## config.mk

```make
export PLATFORM = sky130hd
export DESIGN_NAME = seq_divider_flat
export DESIGN_NICKNAME = d
export VERILOG_FILES = /design/src/rtl/seq_divider_if.sv /design/src/rtl/seq_divider.sv /design/src/flat_wrapper.sv
export SDC_FILE = /design/constraint.sdc
export NUM_CORES = 1
export LEC_CHECK = 0
export ABC_CLOCK_PERIOD_IN_PS = 2380
export CORE_ASPECT_RATIO = 0.8
export CORE_MARGIN = 2
export CORE_UTILIZATION = 35
export DETAILED_ROUTE_END_ITERATION = 10
export DONT_BUFFER_PORTS = 1
export HOLD_SLACK_MARGIN = 0.1
export PLACE_DENSITY = 0.57
export SLEW_MARGIN = 20
export SYNTH_ARGS = -nofsm -noshare
export SYNTH_HDL_FRONTEND = slang
export SYNTH_SLANG_ARGS = --single-unit
```

## constraint.sdc

```tcl
create_clock -name clk -period 2.38 [get_ports clk]
set_input_delay 0.238 -clock clk [delete_from_list [all_inputs] [get_ports clk]]
set_output_delay 0.238 -clock clk [all_outputs]
set_load 0.01 [all_outputs]
```

## src/rtl/seq_divider_if.sv

```systemverilog
// seq_divider_if: start/busy/done handshake bundle between the ALU and
// the sequential divider. When SEQ_DIVIDER_REMAINDER_EN is defined the
// bundle also carries the final remainder op_r.
interface seq_divider_if #(
   parameter int WIDTH = 12
);
   logic             start;
   logic [WIDTH-1:0] op_a;
   logic [WIDTH-1:0] op_b;
   logic [WIDTH-1:0] op_c;
   logic             busy;
   logic             done;
   logic             div_zero;
`ifdef SEQ_DIVIDER_REMAINDER_EN
   logic [WIDTH-1:0] op_r;

   // ALU side: issues operands, collects quotient and remainder
   modport master (output start, op_a, op_b,
                   input  op_c, busy, done, div_zero, op_r);
   // divider side
   modport slave  (input  start, op_a, op_b,
                   output op_c, busy, done, div_zero, op_r);
`else
   // ALU side: issues operands, collects quotient
   modport master (output start, op_a, op_b,
                   input  op_c, busy, done, div_zero);
   // divider side
   modport slave  (input  start, op_a, op_b,
                   output op_c, busy, done, div_zero);
`endif
endinterface

```

## src/rtl/seq_divider.sv

```systemverilog
// seq_divider: radix-2 restoring unsigned divider, one quotient bit per
// clock. A division accepted on edge E0 produces its done pulse after
// edge E0+WIDTH. Optional remainder output: SEQ_DIVIDER_REMAINDER_EN.
module seq_divider #(
   parameter int WIDTH = 12
) (
   input  logic         clk,
   input  logic         rst,
   seq_divider_if.slave bus
);
   localparam int CW = $clog2(WIDTH + 1);

   localparam logic [1:0] S_IDLE = 2'd0;
   localparam logic [1:0] S_RUN  = 2'd1;
   localparam logic [1:0] S_DONE = 2'd2;

   if (WIDTH < 2) begin : g_width_chk
      $error("seq_divider: WIDTH must be >= 2");
   end

   logic [1:0]       state;
   logic [WIDTH:0]   rem;     // one spare bit so the compare never overflows
   logic [WIDTH-1:0] q;       // dividend shifts out, quotient shifts in
   logic [WIDTH-1:0] dvsr;
   logic [CW-1:0]    cnt;

   logic [WIDTH-1:0] op_c_q;
   logic             busy_q;
   logic             done_q;
   logic             dz_q;

   logic [WIDTH+1:0] sh;
   logic             ge;
   logic [WIDTH:0]   rem_nx;
   logic [WIDTH-1:0] q_nx;
   logic             accept;
   logic             last;

   // one restoring step: shift {rem,q} left, subtract divisor if it fits.
   // sh is kept one bit wider than rem so the whole remainder feeds the
   // compare; after a subtract the top bits are always zero again.
   always_comb begin
      sh     = {rem, q[WIDTH-1]};
      ge     = (sh >= {2'b00, dvsr});
      rem_nx = ge ? (WIDTH+1)'(sh - {2'b00, dvsr}) : sh[WIDTH:0];
      q_nx   = {q[WIDTH-2:0], ge};
      accept = bus.start && (state != S_RUN);
      last   = (state == S_RUN) && (cnt == CW'(1));
   end

   // control FSM and iteration datapath; start is ignored while running
   always_ff @(posedge clk or posedge rst) begin
      if (rst) begin
         state <= S_IDLE;
         rem   <= '0;
         q     <= '0;
         dvsr  <= '0;
         cnt   <= '0;
      end else begin
         case (state)
            S_IDLE, S_DONE: begin
               if (bus.start) begin
                  rem   <= '0;
                  q     <= bus.op_a;
                  dvsr  <= bus.op_b;
                  cnt   <= CW'(WIDTH);
                  state <= S_RUN;
               end else begin
                  state <= S_IDLE;
               end
            end
            S_RUN: begin
               rem <= rem_nx;
               q   <= q_nx;
               cnt <= cnt - CW'(1);
               if (last) state <= S_DONE;
            end
            default: state <= S_IDLE;
         endcase
      end
   end

   // handshake outputs: busy from accept edge to completion edge, done for
   // exactly the DONE cycle
   always_ff @(posedge clk or posedge rst) begin
      if (rst) begin
         busy_q <= 1'b0;
         done_q <= 1'b0;
      end else begin
         busy_q <= accept || ((state == S_RUN) && !last);
         done_q <= last;
      end
   end

   // result registers only move on the completion edge
   always_ff @(posedge clk or posedge rst) begin
      if (rst) begin
         op_c_q <= '0;
         dz_q   <= 1'b0;
      end else if (last) begin
         op_c_q <= q_nx;
         dz_q   <= (dvsr == '0);
      end
   end

   assign bus.op_c     = op_c_q;
   assign bus.busy     = busy_q;
   assign bus.done     = done_q;
   assign bus.div_zero = dz_q;

`ifdef SEQ_DIVIDER_REMAINDER_EN
   logic [WIDTH-1:0] op_r_q;

   // final remainder fits in WIDTH bits since it is below the divisor
   // (or equals the dividend when dividing by zero)
   always_ff @(posedge clk or posedge rst) begin
      if (rst)       op_r_q <= '0;
      else if (last) op_r_q <= rem_nx[WIDTH-1:0];
   end

   assign bus.op_r = op_r_q;
`endif

endmodule

```

## src/flat_wrapper.sv

```systemverilog
// flat-port wrapper written by rule: the top's interface ports become plain ports
module seq_divider_flat 
#(
   parameter int WIDTH = 12
)
  (clk, rst, bus_start, bus_op_a, bus_op_b, bus_op_c, bus_busy, bus_done, bus_div_zero);
  seq_divider_if #(.WIDTH(WIDTH)) bus_i ();
  input  logic clk;
  input  logic rst;
  input wire logic [$bits(bus_i.start)-1:0] bus_start;
  input wire logic [$bits(bus_i.op_a)-1:0] bus_op_a;
  input wire logic [$bits(bus_i.op_b)-1:0] bus_op_b;
  output wire logic [$bits(bus_i.op_c)-1:0] bus_op_c;
  output wire logic [$bits(bus_i.busy)-1:0] bus_busy;
  output wire logic [$bits(bus_i.done)-1:0] bus_done;
  output wire logic [$bits(bus_i.div_zero)-1:0] bus_div_zero;
  assign bus_i.start = bus_start;
  assign bus_i.op_a = bus_op_a;
  assign bus_i.op_b = bus_op_b;
  assign bus_op_c = bus_i.op_c;
  assign bus_busy = bus_i.busy;
  assign bus_done = bus_i.done;
  assign bus_div_zero = bus_i.div_zero;
  seq_divider #(.WIDTH(WIDTH)) u_core (.clk(clk), .rst(rst), .bus(bus_i));
endmodule
```

* Word level (Yosys, flattened, before mapping) *
Cells that the tools add are included.

storage, ports and cells
  register bits after elaboration = 58
  input bits = 27
  output and inout bits = 15

cells by class
  add/sub/neg operators = 2
  order comparisons = 1
  equality and inequality tests = 6
  mux-type cells = 10
  reductions and logical operators = 11

operator list
  kind                                                   count
  two-way mux 13 bit                                     2
  one-hot mux 13 bit (2 select lines)                    1
  one-hot mux 12 bit (2 select lines)                    1
  >= comparator 14 x 12 -> 1 bit                         1
  subtractor 13 x 12 -> 13 bit                           1
  logical NOT 12 bit                                     1
  two-way mux 12 bit                                     1
  one-hot mux 4 bit (2 select lines)                     1
  == test 4 x 1 -> 1 bit, second input constant          1
  two-way mux 4 bit                                      1
  inequality test 2 x 1 -> 1 bit, second input constant  2
  one-hot mux 2 bit (2 select lines)                     1
  AND reduction 2 bit                                    2
  subtractor 4 x 1 -> 4 bit, second input constant       1
  logical AND 1 bit                                      3
  == test 2 x 1 -> 1 bit, second input constant          1
  == test 2 bit, second input constant                   1
  logical NOT 2 bit                                      1
  two-way mux 2 bit                                      1
  inequality test 2 bit, second input constant           1
  nonzero test 2 bit                                     1
  OR reduction 2 bit                                     1
  logical NOT 1 bit                                      1
  logical OR 1 bit                                       1
  two-way mux 1 bit                                      1

* Longest topological paths before layout *
Gate-level depths: netlist (run 1).

  depth in word-level cells = 5
  depth in mapped cells = 11
  mapped depth without buffers = 10

* Worst setup path after synthesis (run 1) *
No wires, ideal clock.

  path type = register -> register
  from = register u_core.q[11]
  to = register u_core.rem[12]
  setup time = 0.124 ns
  arrival = 2.340 ns
  required time = 2.256 ns
  setup slack = -0.084 ns
  cell stages (with the launch flop) = 11
  clock period less this slack = 2.464 ns
  cells stage by stage = dfrtp_1 -> inv_1 -> ha_1 -> inv_1 -> fa_1 -> a21o_1 -> a311o_1 -> a2111oi_2 -> nor3_1 -> and3_1 -> a211o_1

on the way
  cells in the longest elaborated chain, start to end = 3
  elaborated cells between the ends (all ways) = 4

ends and longest elaborated chain
  item                                                                            RTL line                              RTL
  from (decl)                                                                     seq_divider.sv:23                     logic [WIDTH-1:0] q;
  from (signal assigned)                                                          seq_divider.sv:64                     q <= bus.op_a;
  from (signal assigned)                                                          seq_divider.sv:74                     q <= q_nx;
  subtractor 13 x 12 -> 13 bit or >= comparator 14 x 12 -> 1 bit (tied branches)  seq_divider.sv:45, seq_divider.sv:44
  two-way mux 13 bit (*)                                                          seq_divider.sv:45                     rem_nx = ge ? (WIDTH+1)'(sh - {2'b00, dvsr}) : sh[WIDTH:0];
  one-hot mux 13 bit (2 select lines) (*)                                         seq_divider.sv:60                     case (state)
  to (signal assigned)                                                            seq_divider.sv:73                     rem <= rem_nx;
  to (decl)                                                                       seq_divider.sv:22                     logic [WIDTH:0] rem;

Mark *: on every way between the ends. The rest lies on a longest branch, timed or not.
A chain may end at the register's enable or synchronous reset.

* Worst setup path after layout (run 1) *
Same ends and word-level chain as after synthesis.

==> results.toml, run 1 <==
[layout]
layout_common_cells = "nand2_1 (80), dfrtp_1 (58), dlygate4sd3_1 (26)"
area_delta_synth_final_pct = 25.38
fillers = 806
layout.nets = 411
fin_area_um2 = 3839
drive_above_1_share_pct = 15.01
multi_input_area_um2 = 1536
fin_util_pct = 45.25
final_common_cell = "nand2_1"
regArea_um2 = 1451
antennaDiodeCount = 0

[grt]
grt.overflow.total = 0
track_usage_pct = 17.00
grt_max_degree = 59
grt_pass1_wl_um = 12350
antenna_found_initial = 0
first_global_vias = 2410

[synth]
synth.distinct_cells = 49
syn-num-nets = 367
synth_edf_count = 0
synth_warnings = 0
synthCells = 325
synth.largest_area_cell = "dfrtp_1"
synth-seq-cells = 58
synth.yosys.seq_area_share_pct = 47.40
synth_top_area_share_pct = 47.40
syn_avg_cell_area_um2 = 9.421
syn_area_um2 = 3062
synth.area.top_cells = "dfrtp_1 (47%), nand2_1 (9.8%), ha_1 (5.7%)"
async_reset_ff_share_pct = 100.0
ys.flop_type = "dfrtp_1"

[routing]
drtIter0Drc = 185
dr_total_vias = 2464
drcViolationCount = 0
routed_wl_um = 7518
drtAntennaViolNets = 0
vias_per_cell = 5.080
post_drt_wl_per_cell_um = 15.50
first_pass_iters = 6

[floorplan]
core_area_um2 = 8483
fp.dieH_um = 87.66
die_x_um = 108.6
die_area_um2 = 9517
io_pins = 42
rows = 30
initial_core_util_pct = 36.09

[power]
vdd_ir_drop_max_v = 0.0007008
pwr_density_cell_nw_per_um2 = 1782
leakagePower_nw = 1.707
fin_total_pwr_mw = 6.840

[sta]
hold_violations = 0
whs_ns = 0.3982
fin_crit_ns = 2.362
clock_skew_ns = 0.008370
finalSetupViolCount = 0
finalCritPeriodShare_pct = 99.23
drv_slew = 0
worst_pin_slew_ns = 0.6583
timing.final.ws_setup_ns = 0.01822
relSlewSlack_pct = 56.12
rsz0062_at_grt = "true"
fmax_ghz = 0.4234

[setup_path]
cp_top_family = "compound AO/OA/AOI/OAI gates"
critPathCaptureType = "flop"
crit_arrival_ns = 2.59
crit_path_cell_trace = "inv_2 -> ha_4 -> inv_2 -> fa_2 -> a21o_1 -> a311o_1 -> a2111oi_4 -> nor3_2 -> and3_1 -> a211o_1"
cp_num_buf_inv = 2
max_stage_delay_ns = 0.37
startpoint = "u_core.q[11]"
crit_top_cell = "inv_2"
crit_required_ns = 2.61
worstPathMaxFanout = 3
crit_type = "flop to flop"
r2r_setup_slack_ns = 0.02
startpoint_type = "flop"
regToRegStartpoint = "u_core.q[11]"
cpMaxStageDelayCell = "dfrtp_1"

[cts]
cts_buffers = 9
root_buffer = "clkbuf_8"
htree_levels = 3
cts.sinks = 58
cts_tree = "yes"
clk_pin_slew_ns = 0.07
clock_path_buffers = 2
clk_latency_ns = 0.35

[min_path]
hp-class = "input pin to async pin"

[placement]
io_buffers = 0
dp_hpwl_um = 5035
place_area_um2 = 3309
place.gp.congestion = 0.8300
pre_cts_slack_ns = -0.02813

[job]
cap_viol_max_count = 0

[status]
status = "finished clean"
## layout make-up
cell class / count / share of cell area (%)
Multi-Input combinational cell: 233 / 40.03
Sequential cell: 58 / 37.81
Clock inverter: 5 / 1.434
Tap cell: 112 / 3.651
Timing Repair Buffer: 47 / 11.54
Clock buffer: 10 / 3.585
Inverter: 20 / 1.956
## where the power goes
part	leakage (nW)	switching [mW]	internal [mW]
combinational	0.904	2.17	1.87
clock	0.0941	0.412	0.502
sequential	0.709	0.407	1.48
total	1.71	2.99	3.85
## sequential cells by signal, summed over array words and instances, names as in the netlist, 2 cells and up
signal / flops
u_core.dvsr: 12
u_core.q: 12
u_core.rem: 13
u_core.bus.op_c: 12
u_core.state: 2
u_core.cnt: 4
## tightest hold or removal path, delay by kind of cell
family	cells	cell delay, ns
buf+inv	3	0.90
## cell usage after synthesis, types with 2 or more instances
cell type  instances
a221oi_1           2
clkbuf_1          13
a22oi_1           11
ha_1              14
xnor2_1            5
nor3b_1            2
o31ai_1            4
mux2i_1            5
inv_1             20
and3_1             2
a21oi_1           10
o21a_1             3
o21ai_1           10
a31oi_1            3
dfrtp_1           58
nor2b_1            3
nor3_1             6
nor2_1             8
xor2_1             3
nor4_1             3
nand3_1            6
o21ai_0           17
nand2b_1           4
a211oi_1           3
nand2_1           80
a21o_1             4
a32oi_1            4
## cell families (layout without fill, tap and decap cells)
| kind of cell | count (synthesis) | in the layout | synth area share, % |
|---|---|---|---|
| xor+xnor | 8 | 8 | 2.289 |
| fa+ha+maj | 15 | 15 | 6.375 |
| compound gates | 86 | 86 | 20.56 |
| flops | 58 | 58 | 47.40 |
| simple gates | 117 | 117 | 16.59 |
| buf+inv | 34 | 82 | 4.414 |
| mux | 7 | 7 | 2.370 |
## final timing paths
kind / endpoint / depth (start not counted)
hold reg to reg: u_core.bus.op_c[4] / 2
setup / recovery: u_core.rem[12] / 10
min in group clk: u_core.state[0] / 3
hold / removal: u_core.dvsr[4] / 3
setup reg to reg: u_core.rem[12] / 10
max in group asynchronous: u_core.rem[8] / 3
## what timing repair did
action,4_1_cts,5_1_grt
hold endpoints to repair,83,0
hold buffers,26,0
setup endpoints to repair,1,11
gates resized for setup,2,10
cloned,0,0
pin swaps,0,5
buffers inserted,0,3
## stage by stage
stage	TNS (ns)	cells
after global placement	0	441
after detailed placement	-0.02813	441
final	0	485
after floorplan	0	325
after global routing	-0.07645	485
after CTS	-0.02448	482
## metal layers
layer / share of wire, % / GRT usage [%] / vias to the layer above
li1: - / - / 1226
met1: 50 / 24.00 / 1178
met2: 44 / 25.28 / 52
met3: 4.5 / 4.836 / 8
met4: 1.3 / 5.245 / 0
met5: 0 / 0 / -
(Power assumes the default switching activity.)
==> inputs of run 2 (changes only) <==
--- a/config.mk
+++ b/config.mk
@@ -5,6 +5,7 @@
 export SDC_FILE = /design/constraint.sdc
 export NUM_CORES = 1
 export LEC_CHECK = 0
+export ABC_AREA = 1
 export ABC_CLOCK_PERIOD_IN_PS = 2380
 export CORE_ASPECT_RATIO = 0.8
 export CORE_MARGIN = 2
@@ -13,6 +14,7 @@
 export DONT_BUFFER_PORTS = 1
 export HOLD_SLACK_MARGIN = 0.1
 export PLACE_DENSITY = 0.57
+export SETUP_SLACK_MARGIN = 0.5
 export SLEW_MARGIN = 20
 export SYNTH_ARGS = -nofsm -noshare
 export SYNTH_HDL_FRONTEND = slang
==> run 2 against run 1 <==
Non-clock buffer count down 7. Register-to-register slack better by 0.52 ns. Flip-flop and latch count unchanged. Global-route usage up 0.31 points. Sequential power about the same. Utilization up 1.6 points. Via count up 18%. Wire length up 11%. Power up 14%. Setup slack better by 0.52 ns. Synthesized cell count up 32%. First-iteration DRC count up 12%. Largest cell class unchanged. Largest power group unchanged. Highest routed layer unchanged.
==> results.toml, run 2 <==
[sta]
drv_slew = 0
fmax_ghz = 0.5420
finalSetupViolCount = 0
clock_skew_ns = 0.005133
timing.final.ws_setup_ns = 0.5351
rsz0062_at_grt = "true"
worst_pin_slew_ns = 0.8285
finalCritPeriodShare_pct = 77.52
final.setup.tns_ns = 0
hold_violations = 0
fin_crit_ns = 1.845
relSlewSlack_pct = 44.26

[routing]
drtIter0Drc = 208
first_pass_iters = 4
dr_total_vias = 2913
vias_per_cell = 4.963
post_drt_wl_per_cell_um = 14.27
routed_wl_um = 8379
drcViolationCount = 0
drtAntennaViolNets = 0

[synth]
ys.flop_type = "dfrtp_1"
synth.area.top_cells = "dfrtp_1 (43%), nand2_1 (16%), inv_1 (8.0%)"
syn-num-nets = 471
syn_area_um2 = 3364
synthTopCellsByCount = "nand2_1 (140), inv_1 (72), dfrtp_1 (58)"
syn_avg_cell_area_um2 = 7.843
async_reset_ff_share_pct = 100.0
synth_warnings = 0
synthCells = 429
synth.most_common_cell = "nand2_1"
synth.yosys.seq_area_share_pct = 43.14
synth-seq-cells = 58
synth_top_area_share_pct = 43.14
synth_edf_count = 0
synth.distinct_cells = 33
synth.largest_area_cell = "dfrtp_1"

[job]
cap_viol_max_count = 0

[setup_path]
max_stage_delay_ns = 0.37
cp_top_family = "simple AND/OR/NAND/NOR gates"
crit_path_cell_trace = "inv_2 -> ha_4 -> inv_4 -> fa_2 -> nand3_1 -> nand3_1 -> nand3_1 -> nand3_1 -> nand2_1 -> nand2_1 -> nand3_1 -> nand2_1"
worstRegToRegCells = 12
reg2reg_to = "u_core.rem[12]"
startpoint_type = "flop"
critPathCaptureType = "flop"
cpMaxStageDelayCell = "fa_2"
crit_arrival_ns = 2.05
r2r_setup_slack_ns = 0.54
worstPathMaxFanout = 4
cp.depth = 12
crit_top_cell = "nand3_1"
crit_required_ns = 2.59
crit_type = "flop to flop"
regToRegStartpoint = "u_core.q[11]"
cp_num_buf_inv = 2

[grt]
track_usage_pct = 17.31
grt.overflow.total = 0
first_global_vias = 2826
antenna_found_initial = 0
grt_max_degree = 38
met1_usage_pct = 25.42
grt_use_met2_pct = 24.80
busiest_layer = "met1"
grt_use_met3_pct = 4.825
grt_pass1_wl_um = 14000

[power]
internal-power_mw = 4.253
p_seq_share_pct = 24.4
vdd_ir_drop_max_v = 0.0007402
power.share.clock_pct = 16.2
netSwitchingPower_mw = 3.554
leakagePower_nw = 2.112
pwr_density_cell_nw_per_um2 = 1814
netSwitchingFraction_pct = 45.52
fin_total_pwr_mw = 7.807
combPwrFrac_pct = 59.4

[placement]
dp_hpwl_um = 6089
place.gp.congestion = 0.8480
io_buffers = 0
dpl.cell_count = 543
pre_cts_slack_ns = 0.3811

[floorplan]
fp.dieH_um = 91.70
die_x_um = 113.6
io_pins = 42
die_area_um2 = 10420
initial_core_util_pct = 36.60
core_area_um2 = 9193
rows = 31

[min_path]
whs_endpoint = "u_core.dvsr[7]"
min_path_cells = 2
hp-class = "input pin to flop"
min-delay-start = "bus_op_b[7]"

[cts]
clk_pin_slew_ns = 0.05
clk_latency_ns = 0.32
root_buffer = "clkbuf_16"
clock_path_buffers = 2
htree_levels = 3
cts_tree = "yes"
cts.sinks = 58
cts_buffers = 9

[layout]
regMostFlops = "u_core.rem"
antennaDiodeCount = 0
largest_reg_flops = 13
layout.nets = 511
final_cells = 587
fin_util_pct = 46.82
area_delta_synth_final_pct = 27.93
layout_common_cells = "nand2_1 (136), inv_1 (67), dfrtp_1 (57)"
drive_above_1_share_pct = 19.07
final_common_cell = "nand2_1"

[status]
status = "finished clean"
-- run 2: cell types whose count changed in the layout (fill, tap and decap cells not counted), moves of 10 or more --
cell / before / now
a22oi_1: 11 / 0
inv_1: 16 / 67
nand2_1: 80 / 136
nand2_2: 0 / 15
nand3_1: 6 / 16
nand3_2: 0 / 11
nand4_1: 1 / 13
o21ai_0: 17 / 28
o21ai_1: 10 / 0
o221ai_1: 0 / 11
-- run 2: kinds of logic after synthesis --
kind of cell               share of synthesized area (%)
buffers and inverters                              10.30
xor gates and xnor gates                           1.041
adders and majority gates                          5.801
and+or+nand+nor                                    30.76
DFF                                                43.14
AOI/OAI and AO/OA                                  8.963
-- run 2: worst register-to-register path: stages, from the launching register on --
cell and delay, ns:
dfrtp_1 0.36, inv_2 0.09, ha_4 0.14, inv_4 0.03, fa_2 0.37, nand3_1 0.08, nand3_1 0.17, nand3_1 0.17
nand3_1 0.09, nand2_1 0.06, nand2_1 0.05, nand3_1 0.06, nand2_1 0.05
-- run 2: per-stage QoR --
step	cell area, um^2	hold WS, ns
6_report	4304	0.1256
3_3_place_gp	3513	0.2000
3_5_place_dp	3513	0.2028
2_1_floorplan	3364	0.3546
4_1_cts	4115	0.1262
5_1_grt	4304	0.1392
-- run 2: how the worst max path moves through the flow --
stage | start | endpoint | slack (ns)
finish | u_core.q[11] | u_core.rem[12] | 0.54
global route | u_core.q[11] | u_core.rem[9] | 0.45
CTS | u_core.q[11] | u_core.rem[12] | 0.51
global placement | u_core.q[11] | u_core.rem[6] | 0.40
detailed placement | u_core.q[11] | u_core.rem[6] | 0.38
floorplan | u_core.q[11] | u_core.rem[12] | 0.50
-- run 2: per-layer routing --
| metal | routed length (um) | up-vias | share of wire [%] |
|---|---|---|---|
| li1 | - | 1455 | - |
| met3 | 361 | 6 | 4.3 |
| met5 | 0 | - | 0 |
| met2 | 3630 | 71 | 43 |
| met4 | 90 | 0 | 1.1 |
| met1 | 4296 | 1381 | 51 |
-- run 2: cell type report --
cell class / instances / area, um^2
Multi-Input combinational cell: 287 / 1758
Clock buffer: 12 / 256.5
Clock inverter: 2 / 37.54
Timing Repair Buffer: 40 / 379.1
Inverter: 73 / 276.5
Fill cell: 873 / 4888
Tap cell: 115 / 143.9
Sequential cell: 58 / 1453
-- run 2: repair_timing --
| item | 4_1_cts | 5_1_grt |
|---|---|---|
| gates resized for setup | 7 | 35 |
| endpoints found under the hold margin | 48 | 0 |
| pin swaps | 1 | 8 |
| setup buffers | 4 | 1 |
| setup endpoints to repair | 14 | 16 |
| hold buffers | 25 | 0 |
-- run 2: power by group through the flow --
stage	sequential [mW]	combinational, mW	clock (mW)
after global routing	1.96	5.23	1.35
after global placement	1.86	3.86	0
after detailed placement	1.87	3.91	0
final	1.90	4.64	1.27
after floorplan	1.77	3.17	0
after CTS	1.86	4.11	1.30
